[src/rtl/controlador_entrada_rpn_if.sv]
// controlador_entrada_rpn_if: key events in, stack strobes and status out
interface controlador_entrada_rpn_if;
  logic       tecla_digito;
  logic [3:0] valor_digito;
  logic       tecla_enter;
  logic       tecla_op;
  logic [2:0] codigo_op;
  logic       tecla_limpar;
  logic [7:0] entrada;
  logic       entrada_numero;
  logic [2:0] operacao;
  logic       entrada_operacao;
  logic       executar;
  logic [7:0] valor_parcial;
  logic [1:0] num_digitos;
  logic [2:0] profundidade;
  logic       ocupado;
  logic       erro_entrada;
  logic       erro_pilha;
  modport master (
    output tecla_digito, valor_digito, tecla_enter, tecla_op, codigo_op, tecla_limpar,
    input  entrada, entrada_numero, operacao, entrada_operacao, executar,
           valor_parcial, num_digitos, profundidade, ocupado, erro_entrada, erro_pilha
  );
  modport slave (
    input  tecla_digito, valor_digito, tecla_enter, tecla_op, codigo_op, tecla_limpar,
    output entrada, entrada_numero, operacao, entrada_operacao, executar,
           valor_parcial, num_digitos, profundidade, ocupado, erro_entrada, erro_pilha
  );
endinterface

[src/rtl/controlador_entrada_rpn.sv]
// controlador_entrada_rpn: turns key events into push/op/execute strobes for the RPN stack
module controlador_entrada_rpn #(
  parameter int MAX_DIGITOS  = 3,
  parameter int PROFUNDIDADE = 4
) (
  input logic clk,
  input logic rst,
  controlador_entrada_rpn_if.slave bus
);
  localparam logic [2:0] OCIOSO   = 3'd0;
  localparam logic [2:0] ACUM     = 3'd1;
  localparam logic [2:0] PUSH     = 3'd2;
  localparam logic [2:0] OP_LATCH = 3'd3;
  localparam logic [2:0] EXEC     = 3'd4;
  localparam logic [2:0] ERRO     = 3'd5;
  logic [2:0]  estado;
  logic [7:0]  acc;
  logic [7:0]  ent;
  logic [1:0]  ndig;
  logic [2:0]  prof;
  logic [2:0]  op_reg;
  logic [2:0]  op_sav;
  logic        op_pend;
  logic        clr_pend;
  logic        err_e;
  logic        err_p;
  logic [11:0] prox;
  logic        dig_ruim;
  logic        cheia;
  logic        fim_limpa;
  always_comb begin
    prox      = 12'(acc) * 12'd10 + 12'(bus.valor_digito);
    dig_ruim  = bus.valor_digito > 4'd9 || prox > 12'd255 || ndig == 2'(MAX_DIGITOS);
    cheia     = prof == 3'(PROFUNDIDADE);
    fim_limpa = clr_pend || bus.tecla_limpar;
  end
  always_ff @(posedge clk or negedge rst) begin
    if (!rst) begin
      estado   <= OCIOSO;
      acc      <= 8'd0;
      ent      <= 8'd0;
      ndig     <= 2'd0;
      prof     <= 3'd0;
      op_reg   <= 3'd0;
      op_sav   <= 3'd0;
      op_pend  <= 1'b0;
      clr_pend <= 1'b0;
      err_e    <= 1'b0;
      err_p    <= 1'b0;
    end else begin
      ent <= 8'd0;
      case (estado)
        OCIOSO, ACUM:
          if (bus.tecla_limpar) begin
            acc    <= 8'd0;
            ndig   <= 2'd0;
            err_e  <= 1'b0;
            err_p  <= 1'b0;
            estado <= OCIOSO;
          end else if (bus.tecla_enter || (bus.tecla_op && estado == ACUM)) begin
            // enter with nothing typed is dropped; an op with a pending operand pushes it first
            if (estado == ACUM) begin
              acc     <= 8'd0;
              ndig    <= 2'd0;
              op_pend <= !bus.tecla_enter;
              op_sav  <= bus.codigo_op;
              if (cheia) begin
                err_p  <= 1'b1;
                estado <= OCIOSO;
              end else begin
                ent    <= acc;
                estado <= PUSH;
              end
            end
          end else if (bus.tecla_op) begin
            if (prof < 3'd2) err_p <= 1'b1;
            else begin
              op_reg <= bus.codigo_op;
              estado <= OP_LATCH;
            end
          end else if (bus.tecla_digito) begin
            if (dig_ruim) begin
              err_e  <= 1'b1;
              estado <= ERRO;
            end else begin
              acc    <= prox[7:0];
              ndig   <= ndig + 2'd1;
              estado <= ACUM;
            end
          end
        PUSH: begin
          prof <= prof + 3'd1;
          if (op_pend && prof != 3'd0) begin
            op_reg   <= op_sav;
            clr_pend <= fim_limpa;
            estado   <= OP_LATCH;
          end else begin
            err_p    <= !fim_limpa && (err_p || op_pend);
            clr_pend <= 1'b0;
            estado   <= OCIOSO;
          end
        end
        OP_LATCH: begin
          clr_pend <= fim_limpa;
          estado   <= EXEC;
        end
        EXEC: begin
          prof     <= prof - 3'd1;
          err_p    <= err_p && !fim_limpa;
          clr_pend <= 1'b0;
          estado   <= OCIOSO;
        end
        ERRO:
          if (bus.tecla_limpar) begin
            acc    <= 8'd0;
            ndig   <= 2'd0;
            err_e  <= 1'b0;
            err_p  <= 1'b0;
            estado <= OCIOSO;
          end
        default: estado <= OCIOSO;
      endcase
    end
  end
  assign bus.entrada          = ent;
  assign bus.entrada_numero   = estado == PUSH;
  assign bus.operacao         = op_reg;
  assign bus.entrada_operacao = estado == OP_LATCH;
  assign bus.executar         = estado == EXEC;
  assign bus.valor_parcial    = acc;
  assign bus.num_digitos      = ndig;
  assign bus.profundidade     = prof;
  assign bus.ocupado          = !(estado == OCIOSO || estado == ACUM);
  assign bus.erro_entrada     = err_e;
  assign bus.erro_pilha       = err_p;
endmodule
[src/flat_wrapper.sv]
// flat-port wrapper written by rule: the top's interface ports become plain ports
module controlador_entrada_rpn_flat 
#(
  parameter int MAX_DIGITOS  = 3,
  parameter int PROFUNDIDADE = 4
)
  (clk, rst, bus_tecla_digito, bus_valor_digito, bus_tecla_enter, bus_tecla_op, bus_codigo_op, bus_tecla_limpar, bus_entrada, bus_entrada_numero, bus_operacao, bus_entrada_operacao, bus_executar, bus_valor_parcial, bus_num_digitos, bus_profundidade, bus_ocupado, bus_erro_entrada, bus_erro_pilha);
  controlador_entrada_rpn_if bus_i ();
  input logic clk;
  input logic rst;
  input wire logic [$bits(bus_i.tecla_digito)-1:0] bus_tecla_digito;
  input wire logic [$bits(bus_i.valor_digito)-1:0] bus_valor_digito;
  input wire logic [$bits(bus_i.tecla_enter)-1:0] bus_tecla_enter;
  input wire logic [$bits(bus_i.tecla_op)-1:0] bus_tecla_op;
  input wire logic [$bits(bus_i.codigo_op)-1:0] bus_codigo_op;
  input wire logic [$bits(bus_i.tecla_limpar)-1:0] bus_tecla_limpar;
  output wire logic [$bits(bus_i.entrada)-1:0] bus_entrada;
  output wire logic [$bits(bus_i.entrada_numero)-1:0] bus_entrada_numero;
  output wire logic [$bits(bus_i.operacao)-1:0] bus_operacao;
  output wire logic [$bits(bus_i.entrada_operacao)-1:0] bus_entrada_operacao;
  output wire logic [$bits(bus_i.executar)-1:0] bus_executar;
  output wire logic [$bits(bus_i.valor_parcial)-1:0] bus_valor_parcial;
  output wire logic [$bits(bus_i.num_digitos)-1:0] bus_num_digitos;
  output wire logic [$bits(bus_i.profundidade)-1:0] bus_profundidade;
  output wire logic [$bits(bus_i.ocupado)-1:0] bus_ocupado;
  output wire logic [$bits(bus_i.erro_entrada)-1:0] bus_erro_entrada;
  output wire logic [$bits(bus_i.erro_pilha)-1:0] bus_erro_pilha;
  assign bus_i.tecla_digito = bus_tecla_digito;
  assign bus_i.valor_digito = bus_valor_digito;
  assign bus_i.tecla_enter = bus_tecla_enter;
  assign bus_i.tecla_op = bus_tecla_op;
  assign bus_i.codigo_op = bus_codigo_op;
  assign bus_i.tecla_limpar = bus_tecla_limpar;
  assign bus_entrada = bus_i.entrada;
  assign bus_entrada_numero = bus_i.entrada_numero;
  assign bus_operacao = bus_i.operacao;
  assign bus_entrada_operacao = bus_i.entrada_operacao;
  assign bus_executar = bus_i.executar;
  assign bus_valor_parcial = bus_i.valor_parcial;
  assign bus_num_digitos = bus_i.num_digitos;
  assign bus_profundidade = bus_i.profundidade;
  assign bus_ocupado = bus_i.ocupado;
  assign bus_erro_entrada = bus_i.erro_entrada;
  assign bus_erro_pilha = bus_i.erro_pilha;
  controlador_entrada_rpn #(.MAX_DIGITOS(MAX_DIGITOS), .PROFUNDIDADE(PROFUNDIDADE)) u_core (.clk(clk), .rst(rst), .bus(bus_i));
endmodule
[config.mk]
export PLATFORM = sky130hd
export DESIGN_NAME = controlador_entrada_rpn_flat
export DESIGN_NICKNAME = d
export VERILOG_FILES = /design/src/rtl/controlador_entrada_rpn_if.sv /design/src/rtl/controlador_entrada_rpn.sv /design/src/flat_wrapper.sv
export SDC_FILE = /design/constraint.sdc
export NUM_CORES = 1
export LEC_CHECK = 0
export CAP_MARGIN = 20
export CELL_PAD_IN_SITES_DETAIL_PLACEMENT = 1
export CELL_PAD_IN_SITES_GLOBAL_PLACEMENT = 2
export CORE_MARGIN = 4
export CORE_UTILIZATION = 39
export CTS_CLUSTER_DIAMETER = 100
export CTS_CLUSTER_SIZE = 10
export DETAILED_ROUTE_END_ITERATION = 10
export DONT_BUFFER_PORTS = 1
export PLACE_DENSITY_LB_ADDON = 0.3
export SETUP_SLACK_MARGIN = 0.2
export SLEW_MARGIN = 30
export SYNTH_ARGS = -nofsm -noshare
export SYNTH_HDL_FRONTEND = slang
export SYNTH_SLANG_ARGS = --single-unit
export TNS_END_PERCENT = 10
[constraint.sdc]
create_clock -name clk -period 4.38 [get_ports clk]
set_input_delay 0.438 -clock clk [delete_from_list [all_inputs] [get_ports clk]]
set_output_delay 0.438 -clock clk [all_outputs]
set_load 0.05 [all_outputs]
==> flow_summary.rst, run 1 <==
.. list-table::
   :header-rows: 1

   * - Metric
     - Value
   * - Run status
     - completed
   * - Share of flip-flops with an asynchronous set or reset after synthesis
     - between 90% and 100%
   * - Placement Rows
     - 26
   * - CTS tree
     - built
   * - Worst path arrival time
     - 3.86 ns
   * - Library cell occupying the most area in the post-synthesis netlist
     - sky130_fd_sc_hd__dfrtp_1
   * - Max-slew violation total from the final report
     - 0
   * - Uppermost metal layer occupied by signal nets
     - met4
   * - Area added between synthesis and finish
     - 11.7%
   * - Number of enable-type register cells in the synthesized netlist
     - 0
   * - Transition at the pin with the smallest max-transition slack
     - around 0.95 ns
   * - Seq cells post-synth
     - 34
   * - Post-Route WL
     - about 5500 um
   * - Wire length on met3
     - 219 um
   * - Start point of the worst hold path
     - bus_tecla_enter
   * - Number of max-cap violations
     - 0
   * - Dpl cell area
     - about 0.0022 sq mm
   * - ANT cells
     - 0
   * - Slew HR
     - 36.5%
   * - Non-Filler Cell Area, Final
     - roughly 0.0024 sq mm
   * - Number of antenna violations at the first check in global routing
     - 0
   * - Total negative slack for setup checks
     - 0 ns
   * - Number of nets in the synthesized netlist
     - roughly 250
   * - RSZ-0062 raised after global routing
     - false
   * - Inserted Clock Buffers
     - 5
   * - Portion of synthesized cell area occupied by the leading cell type
     - about two fifths
   * - Power density over the cells
     - roughly 600 mW/mm^2
   * - Biggest area contributors in the synthesized netlist
     - sky130_fd_sc_hd__dfrtp_1 40%, sky130_fd_sc_hd__ha_1 9.4%, sky130_fd_sc_hd__nor2_1 3.2%
   * - Fraction of the cycle the final worst path needs
     - between 80% and 90%
   * - Final critical delay including setup and external delays
     - between 3 and 4 ns
   * - Port-buffer cells
     - 0
   * - Number of sinks on the clock net
     - 34
   * - Detailed-routing iteration count for the pre-antenna-repair pass
     - 4
   * - Post-layout worst setup margin
     - between 0.6 and 0.7 ns
   * - Largest net degree at the start of global routing
     - 35
   * - Setup Buffers After CTS
     - 0
   * - Number of warnings issued by yosys
     - 0
   * - Clock root buffer master
     - sky130_fd_sc_hd__clkbuf_8
   * - Highest-count cells in the layout ignoring fill and taps
     - 34 x sky130_fd_sc_hd__dfrtp_1, 18 x sky130_fd_sc_hd__nor2_1, 16 x sky130_fd_sc_hd__nand2_1, 16 x sky130_fd_sc_hd__ha_1, 11 x sky130_fd_sc_hd__a21oi_1
   * - First-pass GRT wire length
     - ~9000 um
   * - Antenna viol nets, final
     - 0
   * - Remaining routing DRC violations
     - 0
   * - Syn avg cell area
     - 9.96 sq um
   * - Max IR drop VDD
     - 0.000229 V
   * - Via count of the first global-routing pass
     - roughly 1800
   * - Post-Place Setup Slack
     - 0.671 ns
   * - Fillers
     - 580
   * - CP delay by family, top
     - adder cells
   * - Required time reported for the critical path endpoint
     - ~4.6 ns
   * - Sum of net half-perimeters after detailed placement
     - about 4300 um
   * - Final Hold Vio Count
     - 0
   * - Sum of overflow across all layers after global routing
     - 0
   * - Drt wl/cell
     - 18.8 um
   * - DIE AREA
     - 0.00671 sq mm
   * - Cells along the critical path
     - ha_1 > ha_1 > fa_1 > xor2_1 > nand3_1 > nor4b_2 > mux2i_1 > o41a_1 > mux2_4
   * - Cell with the biggest individual delay on the critical path
     - sky130_fd_sc_hd__dfrtp_1
   * - First-iteration detailed-routing DRC count
     - 43
   * - Worst skew pair latency
     - slightly below 0.3 ns
   * - Post-synthesis cell count
     - 214
   * - Post-synthesis cell area
     - around 0.0021 sq mm
   * - Proportion of synthesized chip area in sequential cells
     - 39.9%
   * - Number of buffers added to fix hold violations after cts
     - 2
   * - Most frequent standard cell in the layout excluding fill and tap cells
     - sky130_fd_sc_hd__dfrtp_1
   * - WL met2
     - slightly below 3000 um
   * - Highest Clock Rate
     - between 200 and 300 MHz
   * - Setup violators final
     - 0
   * - Most frequent cell on the critical path
     - sky130_fd_sc_hd__ha_1
   * - RR Startpoint
     - u_core.bus.valor_parcial[1]
   * - Highest fanout seen on the critical path
     - 9
   * - Number of unique standard cell types used by synthesis
     - 49
   * - Hold WC Path Type
     - in -> reg
   * - Count of nets after finishing
     - 251
   * - Detailed-route wire length on metal 1
     - approximately 2200 um
   * - Fraction of the core area covered by cells at the end of the flow
     - a little under half
   * - Average vias per placed instance
     - around 5.8
   * - Most used DFF post-synth
     - sky130_fd_sc_hd__dfrtp_1
   * - Via count
     - approximately 1700
   * - Number of ports placed on the die boundary
     - 43
   * - Critical path startpoint category
     - flop
   * - CP Launch Point
     - u_core.bus.valor_parcial[1]
   * - Critical path capture point type
     - flop
   * - Delay of the slowest cell on the worst path
     - slightly below 0.8 ns
   * - Final weighted congestion of routability-driven global placement
     - between 0.8 and 0.9
   * - Number of resized instances in the post-cts repair step
     - 0
   * - Vertical die dimension
     - 81.9 um
   * - Core ar.
     - around 0.0052 sq mm
   * - Static Leak
     - 1.13 nW
   * - Effective utilization at floorplan
     - around 41%
   * - X dimension of the die
     - 81.9 um
   * - Clk_skew
     - a little under 0.008 ns
   * - Fraction of layout cells with a size suffix above 1
     - ~14%
   * - Max H-tree Level
     - 2
   * - Clock transition at the registers of the reported paths
     - about 0.080 ns
   * - Count of buffering cells on the critical path with inverters included
     - 0
   * - Deepest clock path buffer count
     - 2
   * - Gr usage total
     - between 10% and 20%
   * - Kind of critical path
     - reg -> reg
==> power breakdown <==
part	internal, mW	leakage [nW]	switching [mW]	total, mW
Sequential	0.382	0.450	0.238	0.620
Combinational	0.178	0.616	0.277	0.455
Clock	0.228	0.0683	0.122	0.350
Total	0.788	1.13	0.638	1.43
==> worst register-to-register path: stages, from the launching register on <==
cell and delay [ns]:
sky130_fd_sc_hd__dfrtp_1 0.77, sky130_fd_sc_hd__ha_1 0.36, sky130_fd_sc_hd__ha_1 0.24, sky130_fd_sc_hd__fa_1 0.43, sky130_fd_sc_hd__xor2_1 0.26, sky130_fd_sc_hd__nand3_1 0.15, sky130_fd_sc_hd__nor4b_2 0.30, sky130_fd_sc_hd__mux2i_1 0.22
sky130_fd_sc_hd__o41a_1 0.55, sky130_fd_sc_hd__mux2_4 0.31
==> cell type report <==
cell class / count / area [sq um] / share of cell area (%)
multi-input combinational: 164 / 1220 / 51.2
sequential: 34 / 851 / 35.7
tap: 70 / 87.6 / 3.68
clock buffer: 5 / 68.8 / 2.89
clock inverter: 3 / 68.8 / 2.89
timing repair buffer: 5 / 52.6 / 2.21
inverter: 9 / 33.8 / 1.42
==> cells in the mapped netlist (all sizes together), types with 4 or more instances <==
cell,number
dfrtp,34
nor2,18
ha,16
nand2,16
a21oi,11
nor3,11
o21ai,10
a22o,9
inv,9
and2,8
mux2,7
clkbuf,6
xnor2,6
mux2i,5
a211oi,4
a21o,4
==> flip-flops by register name, summed over array words and instances, names as in the netlist <==
name / flops
u_core.estado: 3
u_core.bus.profundidade: 3
u_core.bus.erro_pilha: 1
u_core.op_pend: 1
u_core.bus.erro_entrada: 1
u_core.op_sav: 3
u_core.bus.valor_parcial: 8
u_core.bus.num_digitos: 2
u_core.bus.entrada: 8
u_core.bus.operacao: 3
u_core.clr_pend: 1
==> per-layer routing <==
metal | track usage [%] | vias up
met3 | 2.96 | 7
met4 | 7.48 | 0
li1 | - | 789
met2 | 32.6 | 33
met1 | 20.7 | 840
met5 | 0 | -
==> cell families after synthesis <==
kind of cell | synth area share (%)
DFF | 39.9
AOI/OAI and AO/OA | 18.6
and+or+nand+nor | 16.6
muxes | 6.22
adders and majority gates | 12.2
buffers and inverters | 3.17
xor gates and xnor gates | 3.29
==> metrics by stage <==
stage	cells	power [mW]	hold WS, ns
3_3_place_gp	280	1.04	0.143
4_1_cts	290	1.44	0.250
5_1_grt	290	1.52	0.246
3_5_place_dp	280	1.08	0.143
6_report	290	1.43	0.259
2_1_floorplan	214	0.971	0.142
==> final timing paths <==
| kind | to | slack, ns | cells past startpoint |
|---|---|---|---|
| worst max-delay path | u_core.bus.num_digitos[0] | 0.70 | 9 |
| worst min-delay path | u_core.op_pend | 0.26 | 1 |
| worst max register to register | u_core.bus.num_digitos[0] | 0.70 | 9 |
| worst min register to register | u_core.op_sav[0] | 0.51 | 1 |
| max in group asynchronous | u_core.bus.valor_parcial[0] | 3.61 | 2 |
| min in group asynchronous | u_core.bus.operacao[1] | 0.59 | 2 |
Note: power is estimated with default switching activity, not from simulation.
==> run 2, diff against run 1 <==
==> constraint.sdc (replaced) <==
create_clock -name clk -period 3.5 [get_ports clk]
set_input_delay 0.35 -clock clk [delete_from_list [all_inputs] [get_ports clk]]
set_output_delay 0.35 -clock clk [all_outputs]
set_load 0.05 [all_outputs]
==> run 2 against run 1 <==
- routed wire length is 5.6% higher
- register-to-register slack worse by 0.32 ns
- final cell count grew 3.4%
- clock power rose by 26%
- first-iteration DRC count rose by 120%
- global-route usage up 1.1 points
- critical endpoint unchanged
- largest power group unchanged
==> flow_summary.rst, run 2 (synthesis results as in run 1) <==
.. list-table::
   :header-rows: 1

   * - Metric
     - Value
   * - Run status
     - completed (unchanged)
   * - X dimension of the die
     - 81.9 um (unchanged)
   * - Clock transition at the registers of the reported paths
     - 0.08 ns (about the same)
   * - Dpl cell area
     - 0.00228 sq mm (was 0.00221 sq mm)
   * - CP Launch Point
     - u_core.bus.valor_parcial[1] (unchanged)
   * - Core ar.
     - 0.00520 sq mm (unchanged)
   * - Fraction of the cycle the final worst path needs
     - 89.1% (was 84.0%)
   * - Setup violators final
     - 0 (unchanged)
   * - Remaining routing DRC violations
     - 0 (unchanged)
   * - Delay of the slowest cell on the worst path
     - 0.53 ns (was 0.77 ns)
   * - Fraction of the core area covered by cells at the end of the flow
     - 47.6% (was 45.7%)
   * - Effective utilization at floorplan
     - 41.0% (unchanged)
   * - Clock root buffer master
     - sky130_fd_sc_hd__clkbuf_8 (unchanged)
   * - CP delay by family, top
     - adder cells (unchanged)
   * - Required time reported for the critical path endpoint
     - 3.67 ns (was 4.56 ns)
   * - Post-Route WL
     - 5760 um (was 5460 um)
   * - Hold WC Path Type
     - in -> reg (unchanged)
   * - Cells along the critical path
     - ha_1 > ha_1 > fa_1 > a21o_2 > nor4_2 > mux2_2 > o211ai_1 > o41a_1 > mux2_4 (was ha_1 > ha_1 > fa_1 > xor2_1 > nand3_1 > nor4b_2 > mux2i_1 > o41a_1 > mux2_4)
   * - Final critical delay including setup and external delays
     - 3.12 ns (was 3.68 ns)
   * - Via count of the first global-routing pass
     - 1899 (was 1810)
   * - Sum of net half-perimeters after detailed placement
     - 4340 um (was 4300 um)
   * - Transition at the pin with the smallest max-transition slack
     - 0.893 ns (was 0.948 ns)
   * - Critical path startpoint category
     - flop (unchanged)
   * - Max IR drop VDD
     - 0.000280 V (was 0.000229 V)
   * - Vertical die dimension
     - 81.9 um (unchanged)
   * - Non-Filler Cell Area, Final
     - 0.00248 sq mm (was 0.00238 sq mm)
   * - Antenna viol nets, final
     - 0 (unchanged)
   * - Largest net degree at the start of global routing
     - 35 (unchanged)
   * - Final weighted congestion of routability-driven global placement
     - 0.962 (was 0.829)
   * - Detailed-routing iteration count for the pre-antenna-repair pass
     - 4 (unchanged)
   * - Relative contribution of the clock network to total power
     - 24.1% (was 24.6%)
   * - Kind of critical path
     - reg -> reg (unchanged)
   * - Highest-count cells in the layout ignoring fill and taps
     - 32 x sky130_fd_sc_hd__dfrtp_1, 18 x sky130_fd_sc_hd__nor2_1, 16 x sky130_fd_sc_hd__nand2_1, 16 x sky130_fd_sc_hd__ha_1, 12 x sky130_fd_sc_hd__buf_4 (was 34 x sky130_fd_sc_hd__dfrtp_1, 18 x sky130_fd_sc_hd__nor2_1, 16 x sky130_fd_sc_hd__nand2_1, 16 x sky130_fd_sc_hd__ha_1, 11 x sky130_fd_sc_hd__a21oi_1)
   * - Most frequent cell on the critical path
     - sky130_fd_sc_hd__ha_1 (unchanged)
   * - Via count
     - 1739 (was 1669)
   * - Number of ports placed on the die boundary
     - 43 (unchanged)
   * - Start point of the worst hold path
     - bus_tecla_enter (unchanged)
   * - Post-Place Setup Slack
     - 0.335 ns (was 0.671 ns)
   * - RR Startpoint
     - u_core.bus.valor_parcial[1] (unchanged)
   * - Number of sinks on the clock net
     - 34 (unchanged)
   * - Critical path capture point type
     - flop (unchanged)
   * - Power density over the cells
     - 735 mW/mm^2 (was 599 mW/mm^2)
   * - First-pass GRT wire length
     - 9770 um (was 9250 um)
   * - Number of max-cap violations
     - 0 (unchanged)
   * - First-iteration detailed-routing DRC count
     - 93 (was 43)
   * - Fillers
     - 596 (was 580)
   * - CTS tree
     - built (unchanged)
   * - Average vias per placed instance
     - 5.80 (was 5.76)
   * - Clk_skew
     - 0.00760 ns (was 0.00792 ns)
   * - Count of nets after finishing
     - 261 (was 251)
   * - ANT cells
     - 0 (unchanged)
   * - Sum of overflow across all layers after global routing
     - 0 (unchanged)
   * - Internal Dissipation
     - 1.01 mW (was 0.788 mW)
   * - Worst path arrival time
     - 3.29 ns (was 3.86 ns)
   * - DIE AREA
     - 0.00671 sq mm (unchanged)
   * - Slew HR
     - 40.2% (was 36.5%)
   * - Port-buffer cells
     - 0 (unchanged)
   * - Share of power burned in combinational logic
     - 35.5% (was 31.9%)
   * - Highest Clock Rate
     - 321 MHz (was 272 MHz)
   * - Inserted Clock Buffers
     - 5 (unchanged)
   * - Cells on Worst Hold Path
     - 1 (unchanged)
   * - Switching part of the total power
     - 44.7% (about the same)
   * - Post-layout worst setup margin
     - 0.381 ns (was 0.699 ns)
   * - Total negative slack for setup checks
     - 0 ns (unchanged)
   * - Placement Rows
     - 26 (unchanged)
   * - Switching power
     - 0.816 mW (was 0.638 mW)
   * - Count of buffering cells on the critical path with inverters included
     - 0 (unchanged)
   * - Cell with the biggest individual delay on the critical path
     - sky130_fd_sc_hd__o41a_1 (was sky130_fd_sc_hd__dfrtp_1)
   * - RSZ-0062 raised after global routing
     - false (unchanged)
   * - Number of antenna violations at the first check in global routing
     - 0 (unchanged)
   * - Part of the total power dissipated in sequential elements
     - 40.4% (was 43.5%)
   * - Drt wl/cell
     - 19.2 um (was 18.8 um)
   * - Area added between synthesis and finish
     - 16.3% (was 11.7%)
   * - Max H-tree Level
     - 2 (unchanged)
   * - Worst skew pair latency
     - 0.29 ns (about the same)
   * - Gr usage total
     - 19.1% (was 18.0%)
   * - Final Hold Vio Count
     - 0 (unchanged)
   * - Critical path depth
     - 9 (unchanged)
   * - Max-slew violation total from the final report
     - 0 (unchanged)
   * - Deepest clock path buffer count
     - 2 (unchanged)
   * - Cell count of the worst reg-to-reg path
     - 9 (unchanged)
   * - Most frequent standard cell in the layout excluding fill and tap cells
     - sky130_fd_sc_hd__dfrtp_1 (unchanged)
   * - Highest fanout seen on the critical path
     - 5 (was 9)
   * - Fraction of layout cells with a size suffix above 1
     - 19.1% (was 14.1%)
   * - Static Leak
     - 1.18 nW (was 1.13 nW)
[run 2: changes by cell type in the layout (fill, tap and decap cells not counted), sizes merged]
cell,change
o41a,+1
buf,+9
[run 2: final cells by class]
cell class	count	area [sq um]	area share (%)
inverter	9	33.8	1.36
sequential	34	853	34.4
clock inverter	3	68.8	2.77
tap	70	87.6	3.53
multi-input combinational	165	1250	50.3
clock buffer	5	68.8	2.77
timing repair buffer	14	120	4.84
[run 2: power by group through the flow]
stage | Clock (mW) | Combinational, mW | Sequential, mW
floorplan | 0 | 0.501 | 0.714
global placement | 0 | 0.588 | 0.737
detailed placement | 0 | 0.620 | 0.745
CTS | 0.447 | 0.639 | 0.737
global route | 0.463 | 0.722 | 0.754
finish | 0.440 | 0.647 | 0.737
[run 2: path summary, 6_finish.rpt]
check / to / slack, ns
max in group asynchronous: u_core.bus.valor_parcial[3] / 2.79
worst min register to register: u_core.op_sav[2] / 0.51
worst min-delay path: u_core.op_pend / 0.17
worst max-delay path: u_core.bus.num_digitos[0] / 0.38
min in group asynchronous: u_core.bus.entrada[5] / 0.52
worst max register to register: u_core.bus.num_digitos[0] / 0.38
[run 2: per-stage QoR]
step | hold WS, ns | std cells | total power [mW]
floorplan | 0.0544 | 214 | 1.22
global placement | 0.0553 | 288 | 1.32
detailed placement | 0.0554 | 288 | 1.36
CTS | 0.165 | 298 | 1.82
global route | 0.175 | 300 | 1.94
finish | 0.169 | 300 | 1.82
[run 2: worst reg2reg max path, delay by kind of cell (launching register included)]
kind,cells,cell delay (ns)
flops,1,0.41
simple gates,1,0.20
fa+ha+maj,3,0.97
compound gates,3,0.96
mux,2,0.47
[run 2: repair_timing]
action / CTS / global route
endpoints found under the hold margin: 34 / 0
hold buffers: 2 / 0
gates resized for setup: 0 / 3
endpoints found under the setup margin: 0 / 9
setup buffers: 0 / 1
[run 2: metal layers]
| metal | global-route usage [%] | wire length [um] |
|---|---|---|
| met1 | 22.7 | 2380 |
| met2 | 32.3 | 2890 |
| met3 | 4.93 | 406 |
| met4 | 8.31 | 94 |
| met5 | 0 | 0 |
==> run 3, diff against run 2 <==
--- a/config.mk
+++ b/config.mk
@@ -5,11 +5,12 @@
 export SDC_FILE = /design/constraint.sdc
 export NUM_CORES = 1
 export LEC_CHECK = 0
+export ABC_AREA = 1
 export CAP_MARGIN = 20
 export CELL_PAD_IN_SITES_DETAIL_PLACEMENT = 1
 export CELL_PAD_IN_SITES_GLOBAL_PLACEMENT = 2
 export CORE_MARGIN = 4
-export CORE_UTILIZATION = 39
+export CORE_UTILIZATION = 36
 export CTS_CLUSTER_DIAMETER = 100
 export CTS_CLUSTER_SIZE = 10
 export DETAILED_ROUTE_END_ITERATION = 10
==> run 3 against run 2 <==
- routed wire length is 7.1% higher
- synthesized cell count increased by 41%
- via count grew 15%
- clock power down 16%
==> flow_summary.rst, run 3 <==
.. list-table::
   :header-rows: 1

   * - Metric
     - Value
   * - Number of sinks on the clock net
     - 34 (unchanged)
   * - Library cell occupying the most area in the post-synthesis netlist
     - sky130_fd_sc_hd__dfrtp_1 (unchanged)
   * - Fillers
     - 743 (was 596)
   * - Port-buffer cells
     - 0 (unchanged)
   * - GRT met3 Usage
     - 4.16% (was 4.93%)
   * - Detailed-routing iteration count for the pre-antenna-repair pass
     - 4 (unchanged)
   * - CTS tree
     - built (unchanged)
   * - Design Power
     - 2.62 mW (was 1.82 mW)
   * - Final weighted congestion of routability-driven global placement
     - 0.860 (was 0.962)
   * - Cell with the biggest individual delay on the critical path
     - sky130_fd_sc_hd__fa_1 (was sky130_fd_sc_hd__o41a_1)
   * - Cells along the critical path
     - ha_1 > ha_1 > fa_1 > nand2_1 > nor2_1 > nand2_1 > nand2_1 > nand2_1 > nor2_1 > nand2_1 > nand2_2 > nand3_2 > nand2_2 > nand2_2 > nand2_1 > nand2_1 (was ha_1 > ha_1 > fa_1 > a21o_2 > nor4_2 > mux2_2 > o211ai_1 > o41a_1 > mux2_4)
   * - Count of nets after finishing
     - 350 (was 261)
   * - Most common library cells after synthesis
     - 81 x sky130_fd_sc_hd__nand2_1, 35 x sky130_fd_sc_hd__nor2_1, 34 x sky130_fd_sc_hd__dfrtp_1 (was 34 x sky130_fd_sc_hd__dfrtp_1, 18 x sky130_fd_sc_hd__nor2_1, 16 x sky130_fd_sc_hd__ha_1, 16 x sky130_fd_sc_hd__nand2_1, 11 x sky130_fd_sc_hd__a21oi_1)
   * - Effective utilization at floorplan
     - 37.7% (was 41.0%)
   * - Deepest clock path buffer count
     - 2 (unchanged)
   * - Number of resized instances in the post-cts repair step
     - 0 (unchanged)
   * - Share of power burned in combinational logic
     - 53.8% (was 35.5%)
   * - Remaining routing DRC violations
     - 0 (unchanged)
   * - Run status
     - completed (unchanged)
   * - Number of nets in the synthesized netlist
     - 334 (was 246)
   * - Syn avg cell area
     - 7.47 sq um (was 9.96 sq um)
   * - Fraction of the cycle the final worst path needs
     - 81.5% (was 89.1%)
   * - Kind of critical path
     - reg -> reg (unchanged)
   * - Hold WC Path Type
     - in -> reg (unchanged)
   * - Static Leak
     - 1.37 nW (was 1.18 nW)
   * - Drt wl/cell
     - 15.7 um (was 19.2 um)
   * - Max-slew violation total from the final report
     - 0 (unchanged)
   * - Sum of net half-perimeters after detailed placement
     - 4840 um (was 4340 um)
   * - X dimension of the die
     - 87.2 um (was 81.9 um)
   * - Post-synthesis cell count
     - 302 (was 214)
   * - Switching part of the total power
     - 54.4% (was 44.7%)
   * - Most Used Layer, Global Route
     - met2 (unchanged)
   * - Cells on Worst Hold Path
     - 1 (unchanged)
   * - Placement Rows
     - 28 (was 26)
   * - Largest net degree at the start of global routing
     - 35 (unchanged)
   * - Highest Clock Rate
     - 350 MHz (was 321 MHz)
   * - Average vias per placed instance
     - 5.10 (was 5.80)
   * - Start point of the worst hold path
     - bus_tecla_enter (unchanged)
   * - Most used standard cell by instance count after synthesis
     - sky130_fd_sc_hd__nand2_1 (was sky130_fd_sc_hd__dfrtp_1)
   * - Relative contribution of the clock network to total power
     - 14.1% (was 24.1%)
   * - Transition at the pin with the smallest max-transition slack
     - 0.874 ns (was 0.893 ns)
   * - Cell count of the worst reg-to-reg path
     - 16 (was 9)
   * - Delay of the slowest cell on the worst path
     - 0.57 ns (was 0.53 ns)
   * - R2r endpoint
     - u_core.bus.valor_parcial[7] (was u_core.bus.num_digitos[0])
   * - Inserted Clock Buffers
     - 5 (unchanged)
   * - Worst path arrival time
     - 3.03 ns (was 3.29 ns)
   * - Number of enable-type register cells in the synthesized netlist
     - 0 (unchanged)
   * - Most used DFF post-synth
     - sky130_fd_sc_hd__dfrtp_1 (unchanged)
   * - Switching power
     - 1.43 mW (was 0.816 mW)
   * - Worst skew pair latency
     - 0.28 ns (was 0.29 ns)
   * - Internal Dissipation
     - 1.20 mW (was 1.01 mW)
   * - RSZ-0062 raised after global routing
     - false (unchanged)
   * - Part of the total power dissipated in sequential elements
     - 32.1% (was 40.4%)
   * - Biggest area contributors in the synthesized netlist
     - sky130_fd_sc_hd__dfrtp_1 38%, sky130_fd_sc_hd__nand2_1 13%, sky130_fd_sc_hd__ha_1 8.9% (was sky130_fd_sc_hd__dfrtp_1 40%, sky130_fd_sc_hd__ha_1 9.4%, sky130_fd_sc_hd__nor2_1 3.2%)
   * - Share of flip-flops with an asynchronous set or reset after synthesis
     - 100% (unchanged)
   * - Highest-count cells in the layout ignoring fill and taps
     - 81 x sky130_fd_sc_hd__nand2_1, 35 x sky130_fd_sc_hd__nor2_1, 34 x sky130_fd_sc_hd__dfrtp_1, 33 x sky130_fd_sc_hd__inv_1, 25 x sky130_fd_sc_hd__nand3_1 (was 32 x sky130_fd_sc_hd__dfrtp_1, 18 x sky130_fd_sc_hd__nor2_1, 16 x sky130_fd_sc_hd__nand2_1, 16 x sky130_fd_sc_hd__ha_1, 12 x sky130_fd_sc_hd__buf_4)
   * - Required time reported for the critical path endpoint
     - 3.67 ns (about the same)
   * - Destination of the worst hold path
     - u_core.op_pend (unchanged)
   * - Final critical delay including setup and external delays
     - 2.85 ns (was 3.12 ns)
   * - Number of max-cap violations
     - 0 (unchanged)
   * - Area added between synthesis and finish
     - 13.2% (was 16.3%)
   * - Most frequent cell on the critical path
     - sky130_fd_sc_hd__nand2_1 (was sky130_fd_sc_hd__ha_1)
   * - Via count
     - 2006 (was 1739)
   * - Clk_skew
     - 0.00551 ns (was 0.00760 ns)
   * - Number of warnings issued by yosys
     - 0 (unchanged)
   * - Setup violators final
     - 0 (unchanged)
   * - Proportion of synthesized chip area in sequential cells
     - 37.7% (was 39.9%)
   * - First-pass GRT wire length
     - 10800 um (was 9770 um)
   * - Vertical die dimension
     - 87.2 um (was 81.9 um)
   * - Total negative slack for setup checks
     - 0 ns (unchanged)
   * - Critical path startpoint category
     - flop (unchanged)
   * - Clock transition at the registers of the reported paths
     - 0.07 ns (was 0.08 ns)
   * - Final Hold Vio Count
     - 0 (unchanged)
   * - RR Startpoint
     - u_core.bus.valor_parcial[3] (was u_core.bus.valor_parcial[1])
   * - Met2 usage
     - 28.0% (was 32.3%)
   * - Critical path capture point type
     - flop (unchanged)
   * - Area used by multi-input combinational logic
     - 0.00126 sq mm (was 0.00125 sq mm)
   * - Met1 Use GR
     - 25.0% (was 22.7%)
   * - Number of antenna violations at the first check in global routing
     - 0 (unchanged)
   * - First-iteration detailed-routing DRC count
     - 41 (was 93)
   * - Post-synthesis cell area
     - 0.00226 sq mm (was 0.00213 sq mm)
   * - ANT cells
     - 0 (unchanged)
   * - Core ar.
     - 0.00599 sq mm (was 0.00520 sq mm)
   * - Post-Route WL
     - 6170 um (was 5760 um)
   * - Via count of the first global-routing pass
     - 2197 (was 1899)
   * - Minimum setup slack among reg-to-reg paths
     - 0.65 ns (was 0.38 ns)
   * - Antenna viol nets, final
     - 0 (unchanged)
   * - Clock root buffer master
     - sky130_fd_sc_hd__clkbuf_8 (unchanged)
   * - Highest fanout seen on the critical path
     - 11 (was 5)
   * - Portion of synthesized cell area occupied by the leading cell type
     - 37.7% (was 39.9%)
   * - DIE AREA
     - 0.00760 sq mm (was 0.00671 sq mm)
   * - Sum of overflow across all layers after global routing
     - 0 (unchanged)
   * - Max IR drop VDD
     - 0.000438 V (was 0.000280 V)
   * - Seq cells post-synth
     - 34 (unchanged)
   * - Storage cell area
     - 851 sq um (was 853 sq um)
   * - Number of unique standard cell types used by synthesis
     - 32 (was 49)
   * - Slew HR
     - 41.4% (was 40.2%)
   * - Power density over the cells
     - 1030 mW/mm^2 (was 735 mW/mm^2)
   * - Setup Buffers After CTS
     - 0 (unchanged)
   * - Most frequent standard cell in the layout excluding fill and tap cells
     - sky130_fd_sc_hd__nand2_1 (was sky130_fd_sc_hd__dfrtp_1)
   * - Number of ports placed on the die boundary
     - 43 (unchanged)
   * - Fraction of layout cells with a size suffix above 1
     - 11.6% (was 19.1%)
   * - Gr usage total
     - 17.9% (was 19.1%)
   * - Max H-tree Level
     - 2 (unchanged)
run 3: cell count changes in the layout (fill, tap and decap cells not counted), sizes merged, moves of 5 or more:
cell   change
o21ai      +7
a21oi      +7
mux2       -7
xnor2      -5
nor2      +21
nand3     +23
and2       -7
inv       +26
a22o       -9
mux2i      -5
nand2     +70
run 3: what timing repair did:
item / in CTS / in global routing
endpoints found under the setup margin: 0 / 0
hold buffers: 2 / 0
endpoints found under the hold margin: 34 / 0
run 3: area by class of cell:
type / count / share of cell area (%)
flip-flops and latches: 34 / 33.3
clock inverters: 1 / 1.18
clock buffers: 6 / 3.23
inverters: 35 / 5.14
multi-input cells: 230 / 49.4
repair buffers: 12 / 4.11
well taps: 75 / 3.67
run 3: worst max-delay path, delay by kind of cell (launching register included):
family                   cells  cell delay [ns]
flip-flops                   1             0.42
adder cells (fa/ha/maj)      3             1.10
AND/OR/NAND/NOR             13             1.23
run 3: kinds of logic (layout without fill, tap and decap cells):
kind of cell	count (synthesis)	in the layout	share of synthesized area [%]
XOR/XNOR	4	4	1.55
AND/OR/NAND/NOR	169	169	33.0
flip-flops	34	34	37.7
adder cells (fa/ha/maj)	19	19	11.5
AO/OA/AOI/OAI	38	38	9.37
buffers and inverters	38	54	6.87
run 3: how the worst max path moves through the flow:
stage	cells past startpoint	slack, ns	end	from
global placement	16	0.77	u_core.bus.num_digitos[1]	u_core.bus.valor_parcial[1]
finish	16	0.65	u_core.bus.valor_parcial[7]	u_core.bus.valor_parcial[3]
floorplan	16	0.71	u_core.bus.valor_parcial[1]	u_core.bus.valor_parcial[1]
CTS	16	0.65	u_core.bus.valor_parcial[7]	u_core.bus.valor_parcial[3]
detailed placement	16	0.68	u_core.bus.valor_parcial[7]	u_core.bus.valor_parcial[3]
global route	16	0.38	u_core.bus.valor_parcial[4]	u_core.bus.valor_parcial[3]
run 3: power by group through the flow:
stage	logic (mW)	clock network, mW	registers, mW
global route	1.62	0.400	0.865
CTS	1.43	0.379	0.847
detailed placement	1.39	0	0.854
finish	1.41	0.370	0.842
floorplan	0.928	0	0.969
global placement	1.38	0	0.849
run 3: metrics by stage:
stage	utilization [%]	worst slack, ns	hold slack [ns]	cell area [sq um]	cells
global placement	40.3	0.770	0.0553	2410	384
global route	42.6	0.375	0.176	2550	393
floorplan	-	0.706	0.0544	2260	302
finish	42.6	0.647	0.173	2550	393
detailed placement	40.3	0.677	0.0553	2410	384
CTS	42.6	0.650	0.165	2550	393
run 3: routing by layer:
layer | vias to the layer above | wire (um)
li1 | 1015 | -
met1 | 932 | 3000
met2 | 51 | 2740
met3 | 8 | 343
met4 | 0 | 95
met5 | - | 0
